<file path="src/rtl/satalnk_addcont.sv">
// SATA link TX primitive encoder: folds repeated primitives into P_CONT plus
// scrambled junk dwords and inserts a P_ALIGN pair every 2^LGALIGN output dwords.
module satalnk_addcont #(
   parameter logic [31:0] P_ALIGN = 32'hbc4a_4a7b,
   parameter logic [31:0] P_CONT  = 32'h7caa_9999,
   parameter logic [31:0] P_SYNC  = 32'hb5b5_957c,
   parameter int          LGALIGN = 8
) (
   input  logic        i_clk,
   input  logic        i_reset_n,
   input  logic        i_cfg_continue_en,
   input  logic        s_valid,
   output logic        s_ready,
   input  logic        s_primitive,
   input  logic [31:0] s_data,
   output logic        o_primitive,
   output logic [31:0] o_data
);

   logic [LGALIGN-1:0] cnt_q, cnt_d;
   logic [1:0]         run_q, run_d;
   logic [31:0]        last_q, last_d;
   logic [31:0]        lfsr_q, lfsr_d;
   logic               o_primitive_q, o_primitive_d;
   logic [31:0]        o_data_q, o_data_d;
   logic               sel_prim;
   logic [31:0]        sel_data;

   // Counts 0 and 1 are the ALIGN slots; every other count takes a word.
   assign s_ready     = |cnt_q[LGALIGN-1:1];
   assign o_primitive = o_primitive_q;
   assign o_data      = o_data_q;
   assign sel_prim    = s_valid ? s_primitive : 1'b1;
   assign sel_data    = s_valid ? s_data : P_SYNC;

   always_comb begin
      cnt_d         = cnt_q + 1'b1;
      run_d         = run_q;
      last_d        = last_q;
      lfsr_d        = lfsr_q;
      o_primitive_d = 1'b1;
      o_data_d      = P_ALIGN;
      if (s_ready) begin
         o_primitive_d = sel_prim;
         o_data_d      = sel_data;
         if (!sel_prim) begin
            run_d = 2'd0;
         end else if (sel_data != last_q || run_q == 2'd0) begin
            last_d = sel_data;
            run_d  = 2'd1;
         end else begin
            case (run_q)
               2'd1:    run_d = 2'd2;
               2'd2: begin
                  if (i_cfg_continue_en) begin
                     o_data_d = P_CONT;
                     run_d    = 2'd3;
                  end
               end
               default: begin
                  // Junk dwords go out as data so the far end never sees them as K-chars.
                  if (i_cfg_continue_en) begin
                     o_primitive_d = 1'b0;
                     o_data_d      = lfsr_q;
                     lfsr_d        = {lfsr_q[30:0], lfsr_q[31] ^ lfsr_q[21] ^ lfsr_q[1] ^ lfsr_q[0]};
                  end else begin
                     run_d = 2'd2;
                  end
               end
            endcase
         end
      end
   end

   always_ff @(posedge i_clk) begin
      if (!i_reset_n) begin
         cnt_q         <= '0;
         run_q         <= 2'd0;
         last_q        <= P_SYNC;
         lfsr_q        <= 32'hffff_ffff;
         o_primitive_q <= 1'b1;
         o_data_q      <= P_SYNC;
      end else begin
         cnt_q         <= cnt_d;
         run_q         <= run_d;
         last_q        <= last_d;
         lfsr_q        <= lfsr_d;
         o_primitive_q <= o_primitive_d;
         o_data_q      <= o_data_d;
      end
   end

endmodule

</file>
<file path="config.mk">
export PLATFORM = sky130hd
export DESIGN_NAME = satalnk_addcont
export DESIGN_NICKNAME = d
export VERILOG_FILES = /design/src/rtl/satalnk_addcont.sv
export SDC_FILE = /design/constraint.sdc
export NUM_CORES = 1
export LEC_CHECK = 0
export BUFFER_PORTS_ARGS = -buffer_cell sky130_fd_sc_hd__buf_2
export CORE_UTILIZATION = 45
export CTS_CLUSTER_DIAMETER = 60
export DETAILED_ROUTE_END_ITERATION = 8
export HOLD_SLACK_MARGIN = 0.12
export PLACE_DENSITY = 0.72
export SYNTH_ARGS = -nofsm -noshare
export SYNTH_HDL_FRONTEND = slang
export SYNTH_SLANG_ARGS = --single-unit
</file>
<file path="constraint.sdc">
create_clock -name i_clk -period 3.13 [get_ports i_clk]
set_clock_uncertainty 0.05 [all_clocks]
set_input_delay 0.626 -clock i_clk [delete_from_list [all_inputs] [get_ports i_clk]]
set_output_delay 0.626 -clock i_clk [all_outputs]
set_load 0.05 [all_outputs]
</file>
Word-level counts from Yosys, hierarchy flattened:

Cells that the tools add are included.

* muxes and demuxes: 17
* reductions and logical operators: 8
* bitwise operators: 5
* equality and inequality tests: 5
* shift operators: 0
* $add $sub $neg: 1
* divide/modulo/power cells: 0
* $mul: 0
* magnitude comparators: 0

Operators with widths (count)
* 32-bit two-way mux: 5
* 32-bit case mux with 2 select lines: 1
* 32-bit != test: 1
* 28-bit two-way mux: 1
* 8-bit by 1-bit adder with 8-bit output, second input constant: 1
* 2-bit two-way mux: 4
* 7-bit OR reduction: 1
* 3-bit AND reduction: 2
* 1-bit two-way mux: 5
* 5-bit by 2-bit != test with 1-bit output, second input constant: 1
* 5-bit AND reduction: 1
* 4-bit != test, second input constant: 1
* 2-bit case mux with 2 select lines: 1
* 1-bit XOR: 3
* 2-bit by 1-bit equality test with 1-bit output, second input constant: 1
* 2-bit equality test, second input constant: 1
* 2-bit logical NOT: 1
* 1-bit inverter: 2
* 2-bit AND reduction: 1
* 2-bit OR reduction: 1
* 1-bit logical OR: 1

* bits in read-only memories: 0
* bits in registers: 107
* output and inout bits: 34
* bits in writable memories: 0
* bits in latches: 0
* memories: 0
* word-level logic and storage cells: 43

Logic depth before layout (Yosys ltp):

Gate-level depths: netlist of run 1.

* depth after elaboration: 6
* depth in mapped cells: 12

Worst setup path before layout of run 1:

OpenSTA, ideal clock, no wires.

* path kind: in2reg
* start point: input s_valid
* end point: register lfsr_q[10]
* setup slack: 544 ps
* arrival time: 2464 ps
* buffers on the path: 3
* stages on the path: 10
* setup time: 72 ps
* cell sequence: buf_4 or3b_1 o22ai_2 o32ai_2 nor4_4 nand3_2 nor3_2 buf_6 buf_8 mux2i_1

* word-level cells in the longest chain between the ends: 5
* elaborated cells between the ends (all ways): 6
* those cells by class: eq/ne (1); mux (2); bitwise (1); reduce/logical (2)

RTL lines
* start: declaration: line 12 `input logic s_valid,`
* 32-bit two-way mux: line 34 `assign sel_data = s_valid ? s_data : P_SYNC;`
* 32-bit != test: line 48 `end else if (sel_data != last_q || run_q == 2'd0) begin`
* 1-bit logical OR: line 48
* 1-bit inverter (no line)
* 5-bit AND reduction (no line) (*)
* end signal: assignment: line 87 `lfsr_q <= lfsr_d;`
* end: declaration: line 23 `logic [31:0] lfsr_q, lfsr_d;`

Every way passes the cells marked *; elsewhere a longest branch is shown, timed or not.
A chain may end at the register's enable or synchronous reset.

Worst setup path after layout of run 1:

* start point: input s_valid
* end point: register o_data_q[10] (netlist: o_data[10])

* word-level cells in the longest chain between the ends: 6
* elaborated cells between the ends (all ways): 10
* those cells by class: eq/ne (1); mux (8); reduce/logical (1)

RTL lines
* 32-bit two-way mux: line 34
* 32-bit != test, or another cell as far along: line 48
* 1-bit logical OR or 32-bit case mux with 2 select lines (tied branches): line 48, 52
* 32-bit two-way mux: line 48
* 32-bit two-way mux (*): line 46 `if (!sel_prim) begin`
* 28-bit two-way mux (*): line 43 `if (s_ready) begin`
* end signal: assignment: line 89 `o_data_q <= o_data_d;`
* end: declaration: line 25 `logic [31:0] o_data_q, o_data_d;`

Marks and branches as above.

==> impl_results.md, run 1 <==
* Most frequent cell after synthesis: dfxtp_1
* Detail Route met3 WL at 1.37 mm
* Largest net degree at the start of global routing at 65
* Yosys reg bits at around 110
* Total Wirelength at between 15 and 20 mm
* Ports at 71
* Syn Inst Count at 633
* Final min period at 2880 ps
* Synth-to-layout area growth at 17.7%
* Number of clock sinks at ~110
* Share of cells above drive strength 1 at a little over a fifth
* PD cells at 531 nW/um2
* YS warnings at 0
* Critical path class: in -> reg
* GR Util All Layers at 25.6%
* Max_cap viols at 0
* RSZ-0062 raised after global routing: no
* CTS tree: yes
* Antenna Cells at 0
* Grt total ovfl at 0
* Setup TNS at 0 ps
* First-pass GRT wire length at 25.2 mm
* Fillers at between 1,000 and 1,500
* Post-synth EDFFs at 0
* Final HPWL DP at 11.2 mm
* Final period util at approximately nine tenths
* Post-synth top flop: dfxtp_1
* Final Hold Fails at 0
* Port buffer count at 70
* Starting Density at a little under half
* Worst IR Drop VDD at 406 uV
* Worst hold path type: reg -> reg
* Vias in the first global route at 4,938
* Synth async-reset ratio at 0%
* Initial DRC Count at 698
* Leakage at 2.44 nW
* Vias per cell at about 6
* H-tree levels at 3
* Initial antenna violation count at 0
* Most area-hungry cell type in the Yosys netlist: dfxtp_1
* Cts hold-fix bufs at 0
* Vias at roughly 5,200
* First-pass DRT Iterations at 6
* Overall Power at 0.00333 W
* # DRC at 0
* Worst-skew pair later-pin latency at roughly 360 ps
* Post-Syn Nets at 674
* Worst endpoint required time at 3300 ps
* Post-synthesis cell type count at 69
* Worst slack at placement at -58.0 ps
* Final Setup Violations at 0
* CP max FO at 27
* Final WS setup at 253 ps
* Synth cell count leaders: dfxtp_1, nor2_1, o21ai_0
* Crit. End Element: flip-flop
* Post-Syn Area per Cell at 8.42 um2
* GPL Wtd Cong at a little over 0.9
* Final Util at a little over half
* DR WL/cell at 18.0 um
* Post-route ant nets at 0
* Synthesized cell area at 5330 um2
* FP Rows at 39
* Synth top area share at 40.2%
* Max Root-Sink Buffers at 2
* Worst-margin pin slew at 778 ps
* Full die area at 12,300 um2
* Top post-synthesis cells by area: dfxtp_1, mux2i_1, o21ai_0
* CP arrival at 3050 ps
* Final Max Slew Viols at 0
* CTS Buf Count at 9
* Achievable Freq at approximately 350 MHz
* Max layer used: met4
* Root Buffer: clkbuf_16
* CP startpoint kind: input pin
* Met2 Wirelength at slightly below 7 mm
* Reg clk slew, reported paths at 70 ps
* Seq/Total Area, Yosys at 40.2%
* Nets at 755
* Die H at around 110 um
* Core ar. at around 11,000 um2
* M1 wire length at a little under 7 mm
* Status: finished, final reports clean
* Slew margin rel. at 47.9%
* Chip width at approximately 110 um
[cells in the final DEF (no fill, tap or decap), types with 5 or more instances in the layout]
cell       instances
a21oi_1           48
a221oi_1           5
a31oi_1            6
buf_2             69
buf_4             47
clkbuf_16          9
dfxtp_1          107
inv_1             19
mux2i_1           26
nand2_1           38
nand2b_1          20
nand3_1           26
nand4_1            7
nand4b_1           5
nor2_1            69
nor2b_1           12
nor3_1             7
o21a_1             7
o21ai_0           52
o21ai_1            7
o22ai_1           10
o311ai_0           7
or3_1             10
xor2_1            13
[metrics by stage]
step,instance area [um2],instances,hold slack (ps)
finish,6270,862,397
global route,6270,862,431
CTS,6270,862,402
detailed placement,5980,846,388
global placement,5980,846,377
floorplan,5330,633,363
[cells by family after synthesis]
group | synth area share (%)
AO/OA/AOI/OAI | 23.5
XOR/XNOR | 2.79
adder cells (fa/ha/maj) | 0.939
buffers and inverters | 6.29
flip-flops | 40.2
multiplexers | 4.88
AND/OR/NAND/NOR | 21.4
[registers in the layout, indices dropped and copies added (netlist names)]
register	flops
run_q	2
cnt_q	8
lfsr_q	32
o_primitive	1
last_q	32
o_data	32
[layer usage]
layer,GRT usage (%),vias to the layer above
met5,0,-
met4,10.2,0
met3,5.74,34
met2,39.7,218
met1,34.6,2465
li1,-,2442
[where the power goes]
part	internal [W]	leakage (nW)	total [W]	switching [W]
logic	0.000240	1.43	0.000748	0.000508
clock network	0.000585	0.138	0.00110	0.000512
registers	0.00144	0.876	0.00148	0.0000477
total	0.00226	2.44	0.00333	0.00107
[layout make-up]
cell class	count	area, um2	share of cell area [%]
Tap cell	143	179	2.85
Sequential cell	107	2140	34.2
Clock inverter	5	37.5	0.598
Inverter	21	78.8	1.26
Multi-Input combinational cell	457	2860	45.5
Clock buffer	11	253	4.03
Timing Repair Buffer	118	726	11.6
[path summary, 6_finish.rpt]
path,start,to,slack [ps],cells after the start
worst max-delay path,s_valid,o_data[10],250,9
worst min-delay path,cnt_q[0],cnt_q[0],400,1
worst max register to register,run_q[0],o_data[10],500,8
worst min register to register,cnt_q[0],cnt_q[0],400,1
[repair_timing]
action,CTS,global route
gates resized for setup,0,1
buffers inserted,0,0
endpoints found under the setup margin,0,5
[worst max-delay path, stage by stage]
cell and delay (ps):
clkbuf_4 300, buf_4 250, nor2b_1 200, o22ai_1 100, nor4_1 240, and4_1 370, and3_1 390, nand2_1 160
o311ai_1 410
Note: power is estimated with default switching activity, not from simulation.
==> run 2: changes to the inputs <==
Settings changed: PLACE_DENSITY 0.72 to 0.67.
Clock period 3.13 ns to 2.4 ns, I/O delays scaled along.
==> run 2 against run 1 <==
Setup slack lost 320 ps. Non-clock buffer count grew 37. Register-to-register slack lost 550 ps. Highest routed layer unchanged. The run now ends with setup timing left. Combinational power grew 46%. Core utilization grew 5.5 points. Largest power group unchanged. First-iteration DRC count shrank 27%. Clock power grew 51%. Critical path type unchanged.
==> impl_results.md, run 2 (same netlist as run 1, synthesis figures left out) <==
* Crit path cell chain: buf_4, buf_12, or3b_4, o22ai_2, o32ai_2, buf_4, nor4_4, nand3_4, nor3_4, buf_12, buf_12, mux2i_1
* Min-Delay Path Depth at 1
* H-tree levels at 3
* Nets at 792
* Post-route ant nets at 0
* Crit path max-delay cell type: nor4_4
* Worst IR Drop VDD at 497 uV
* Critical path buffer and inverter count at 5
* First-pass DRT Iterations at 5
* Core ar. at around 11,000 um2
* CTS Buf Count at 9
* Final Max Slew Viols at 0
* Chip width at ~110 um
* Achievable Freq at 405 MHz
* Final Hold Fails at 0
* Hold Startpoint: cnt_q[0]
* Fillers at 978
* Worst reg-to-reg path cell count at 10
* FP Rows at 39
* Final Setup Violations at 29
* Leading cell type in the layout, fill and taps excluded: dfxtp_1
* Number of clock sinks at 107
* Final period util at 103%
* Status: finished with violations
* GR Util All Layers at 25.3%
* Max Root-Sink Buffers at 2
* Worst hold path type: reg -> reg
* CP max FO at 7
* Worst r2r dst: lfsr_q[8]
* Setup slack, reg-to-reg at -50 ps
* Antenna Cells at 0
* Reg clk slew, reported paths at roughly 70 ps
* GPL Wtd Cong at 0.907
* RSZ-0062 raised after global routing: yes
* CP startpoint kind: input pin
* Max_cap viols at 0
* Worst reg2reg startpoint: last_q[16]
* Root Buffer: clkbuf_16
* Vias in the first global route at 4,784
* CP max stage delay at 380 ps
* Critical path class: in -> reg
* Worst endpoint required time at ~2600 ps
* Largest net degree at the start of global routing at 49
* Slew margin rel. at a little under half
* Total Wirelength at between 15 and 20 mm
* Synth-to-layout area growth at 29.5%
* Vias per cell at 5.89
* Grt total ovfl at 0
* Starting Density at 46.5%
* Initial DRC Count at just over 500
* # DRC at 0
* Worst hold slack at 389 ps
* Leakage at 2.72 nW
* Initial antenna violation count at 0
* CP Launch Point: s_valid
* CTS tree: yes
* Cts hold-fix bufs at 0
* First-pass GRT wire length at 24.8 mm
* Final HPWL DP at 11.6 mm
* Full die area at 12,300 um2
* Ports at roughly 70
* Final WS setup at -72.1 ps
* CP arrival at 2690 ps
* Vias at 5,293
* PD cells at a little under 700 nW/um2
* Final min period at approximately 2500 ps
* Worst-skew pair later-pin latency at 350 ps
* Most frequent cells in the layout: dfxtp_1, buf_2, buf_4, nor2_1, o21ai_0
* Port buffer count at 70
* Violated checks: setup timing
* Worst-margin pin slew at 806 ps
* Crit path top cell by count: buf_12
* Share of cells above drive strength 1 at 29.0%
* Top delay family on crit path: simple AND/OR/NAND/NOR gates
* Die H at roughly 110 um
* Final Util at 60.2%
* DR WL/cell at between 15 and 20 um
* Hold endpoint: cnt_q[0]
* Crit. End Element: flip-flop
[run 2: cell type report]
cell class / count / area (um2) / share of cell area, %
sequential: 107 / 2140 / 31.1
inverter: 21 / 78.8 / 1.14
clock inverter: 6 / 97.6 / 1.41
multi-input combinational: 457 / 3020 / 43.7
clock buffer: 10 / 239 / 3.46
tap: 143 / 179 / 2.59
timing repair buffer: 155 / 1150 / 16.6
[run 2: per-stage QoR]
step,total power (W),std cells,setup slack (ps),area (um2),TNS (ps)
CTS,0.00464,888,3.34,6590,0
detailed placement,0.00299,871,-415,6240,-29800
global placement,0.00297,871,-362,6240,-24270
floorplan,0.00263,633,-36.4,5360,-729
global route,0.00485,899,-148,6900,-4570
finish,0.00468,899,-72.1,6900,-1220
[run 2: what timing repair did]
item,in CTS,in global routing
endpoints found under the setup margin,25,96
buffers inserted,1,9
pin swaps,2,30
gates cloned,0,2
gates resized for setup,3,50
[run 2: worst max-delay path by stage]
stage	endpoint	slack, ps	depth (start not counted)
6_report	lfsr_q[8]	-70	12
3_5_place_dp	lfsr_q[19]	-420	10
2_1_floorplan	lfsr_q[10]	-40	10
3_3_place_gp	o_data[30]	-360	10
5_1_grt	lfsr_q[4]	-150	10
4_1_cts	lfsr_q[8]	3	10
[run 2: worst reg2reg max path: stages, from the launching register on]
cell and delay [ps]:
dfxtp_2 340, or3b_4 370, o22ai_2 100, o32ai_2 100
buf_4 150, nor4_4 380, nand3_4 170, nor3_4 230
buf_12 160, buf_12 130, mux2i_1 200
[run 2: layer usage]
metal / track usage (%) / vias to the layer above / routed length [um]
li1: - / 2528 / -
met1: 34.4 / 2547 / 7260
met2: 40.4 / 198 / 7530
met3: 4.70 / 20 / 1140
met4: 8.53 / 0 / 307
met5: 0 / - / 0
[run 2: where the power goes]
group / internal, W / switching (W) / total [W]
registers: 0.00187 / 0.0000557 / 0.00193
logic: 0.000388 / 0.000700 / 0.00109
clock network: 0.000957 / 0.000705 / 0.00166
total: 0.00322 / 0.00146 / 0.00468
==> run 3: changes to the inputs <==
Settings changed: PLACE_DENSITY 0.67 to not set, PLACE_DENSITY_LB_ADDON set to 0.2.
==> run 3 against run 2 <==
Die area unchanged. Critical path type unchanged. Global-route usage up 0.84 points. The run now ends clean. Highest routed layer unchanged. Count of clock-buffer cells in the layout up 2. Critical endpoint is now lfsr_q[6].
==> impl_results.md, run 3 (same netlist as run 1, synthesis figures left out) <==
* Die H at 111 um
* CP max stage delay at approximately 350 ps
* CP startpoint kind: input pin
* First-pass DRT Iterations at 5
* Crit path top cell by count: buf_12
* Leakage at 2.76 nW
* Worst-margin pin slew at 669 ps
* Worst endpoint required time at 2620 ps
* Final min period at 2370 ps
* Critical Path Stages at 11
* Setup slack, reg-to-reg at 50 ps
* CP max FO at 6
* Max Root-Sink Buffers at 2
* Final period util at 98.7%
* GR Util All Layers at 26.2%
* Min-Delay Path Depth at 3
* Max layer used: met4
* Total Wirelength at 16.3 mm
* Met2 Wirelength at approximately 7.5 mm
* Initial antenna violation count at 0
* PD cells at between 600 and 700 nW/um2
* Grt total ovfl at 0
* Worst-skew pair later-pin latency at roughly 350 ps
* Leading cell type in the layout, fill and taps excluded: dfxtp_1
* Most frequent cells in the layout: dfxtp_1, buf_4, nor2_1, buf_2, o21ai_0
* CTS Buf Count at 9
* Full die area at 12,300 um2
* Synth-to-layout area growth at 30.4%
* H-tree levels at 3
* First-pass GRT wire length at 25.4 mm
* Final Max Slew Viols at 0
* Crit path max-delay cell type: or3b_1
* Share of cells above drive strength 1 at 29.9%
* Fillers at approximately 1,000
* Post-route ant nets at 0
* Reg clk slew, reported paths at approximately 70 ps
* Nets at 804
* Root Buffer: clkbuf_16
* Critical path buffer and inverter count at 4
* DR WL/cell at 17.9 um
* Final HPWL DP at about 12 mm
* Starting Density at between 40% and 50%
* Worst hold path type: in -> reg
* Worst r2r dst: lfsr_q[6]
* Hold Startpoint: s_data[1]
* Crit. End Element: flip-flop
* Top delay family on crit path: simple AND/OR/NAND/NOR gates
* Status: finished, final reports clean
* Vias at 5,303
* Achievable Freq at 422 MHz
* Setup TNS at 0 ps
* Worst hold slack at a little under 400 ps
* Placed Area at 6290 um2
* Core ar. at 11,500 um2
* Slew margin rel. at 55.3%
* FP Rows at 39
* GPL Wtd Cong at about 0.9
* # DRC at 0
* Fin area at 6950 um2
* Worst reg-to-reg path cell count at 9
* Hold endpoint: o_data[1]
* Critical path class: in -> reg
* Ports at 71
* CP arrival at 2590 ps
* Largest net degree at the start of global routing at 49
* Antenna Cells at 0
* Worst reg2reg startpoint: last_q[4]
* Crit path cell chain: buf_12, buf_12, or3b_1, o22ai_2, o32ai_4, nor4_4, nand3_4, nor3_4, buf_6, buf_8, mux2i_2
* Vias in the first global route at 4,993
* Final Hold Fails at 0
* Chip width at roughly 110 um
* Final Setup Violations at 0
* RSZ-0062 raised after global routing: yes
* Detail Route met3 WL at 1.01 mm
* Port buffer count at 70
* Number of clock sinks at 107
* Max_cap viols at 0
* Initial DRC Count at between 300 and 400
* Worst IR Drop VDD at 324 uV
* Vias per cell at between 5 and 6
* M1 wire length at about 7.2 mm
* CTS tree: yes
* Cts hold-fix bufs at 0
* Final Util at 60.6%
run 3: changes by cell type in the layout (fill, tap and decap cells not counted), moves of 3 or more:
cell and change:
a21oi_2 -3, nor4_1 -3, nor4_2 +3, buf_4 +12, clkinv_4 -3, dfxtp_1 -3, a21oi_1 +3
run 3: what timing repair did:
item	in CTS	in global routing
setup buffers	1	6
gates cloned	0	5
resized for setup	6	55
pin swaps	2	11
setup endpoints to repair	27	85
run 3: worst reg2reg max path, stage by stage, from the launching register on:
cell and delay [ps]:
dfxtp_1 320, or3b_1 360, o22ai_2 180, o32ai_4 140, nor4_4 340, nand3_4 170
nor3_4 250, buf_6 150, buf_8 120, mux2i_2 200
run 3: area by class of cell:
type	count	area, um2	share of cell area, %
Sequential cell	107	2150	31.0
Tap cell	143	179	2.58
Clock inverter	2	12.5	0.180
Timing Repair Buffer	167	1240	17.8
Clock buffer	12	256	3.69
Multi-Input combinational cell	457	3030	43.7
Inverter	21	78.8	1.13
run 3: report_power, final:
| group | switching, W | internal, W |
|---|---|---|
| registers | 0.0000604 | 0.00187 |
| logic | 0.000700 | 0.000406 |
| clock network | 0.000638 | 0.000748 |
| total | 0.00140 | 0.00303 |
run 3: through the flow:
stage | setup slack, ps | std cells | total power [W]
after CTS | -19.9 | 898 | 0.00438
after global placement | -364 | 883 | 0.00298
after floorplan | -36.4 | 633 | 0.00263
after detailed placement | -408 | 883 | 0.00300
final | 31.1 | 909 | 0.00443
after global routing | -113 | 909 | 0.00462
run 3: layer usage:
metal	vias to the layer above	global-route usage, %
met5	-	0
met2	199	41.3
met4	0	12.2
met1	2524	34.8
met3	45	4.54
li1	2535	-
run 3: worst max-delay path by stage:
| stage | from | slack [ps] | endpoint |
|---|---|---|---|
| floorplan | s_valid | -40 | lfsr_q[10] |
| global placement | s_valid | -360 | o_data[27] |
| detailed placement | s_valid | -410 | lfsr_q[10] |
| CTS | s_valid | -20 | o_data[24] |
| global route | last_q[25] | -110 | lfsr_q[10] |
| finish | s_valid | 30 | lfsr_q[6] |
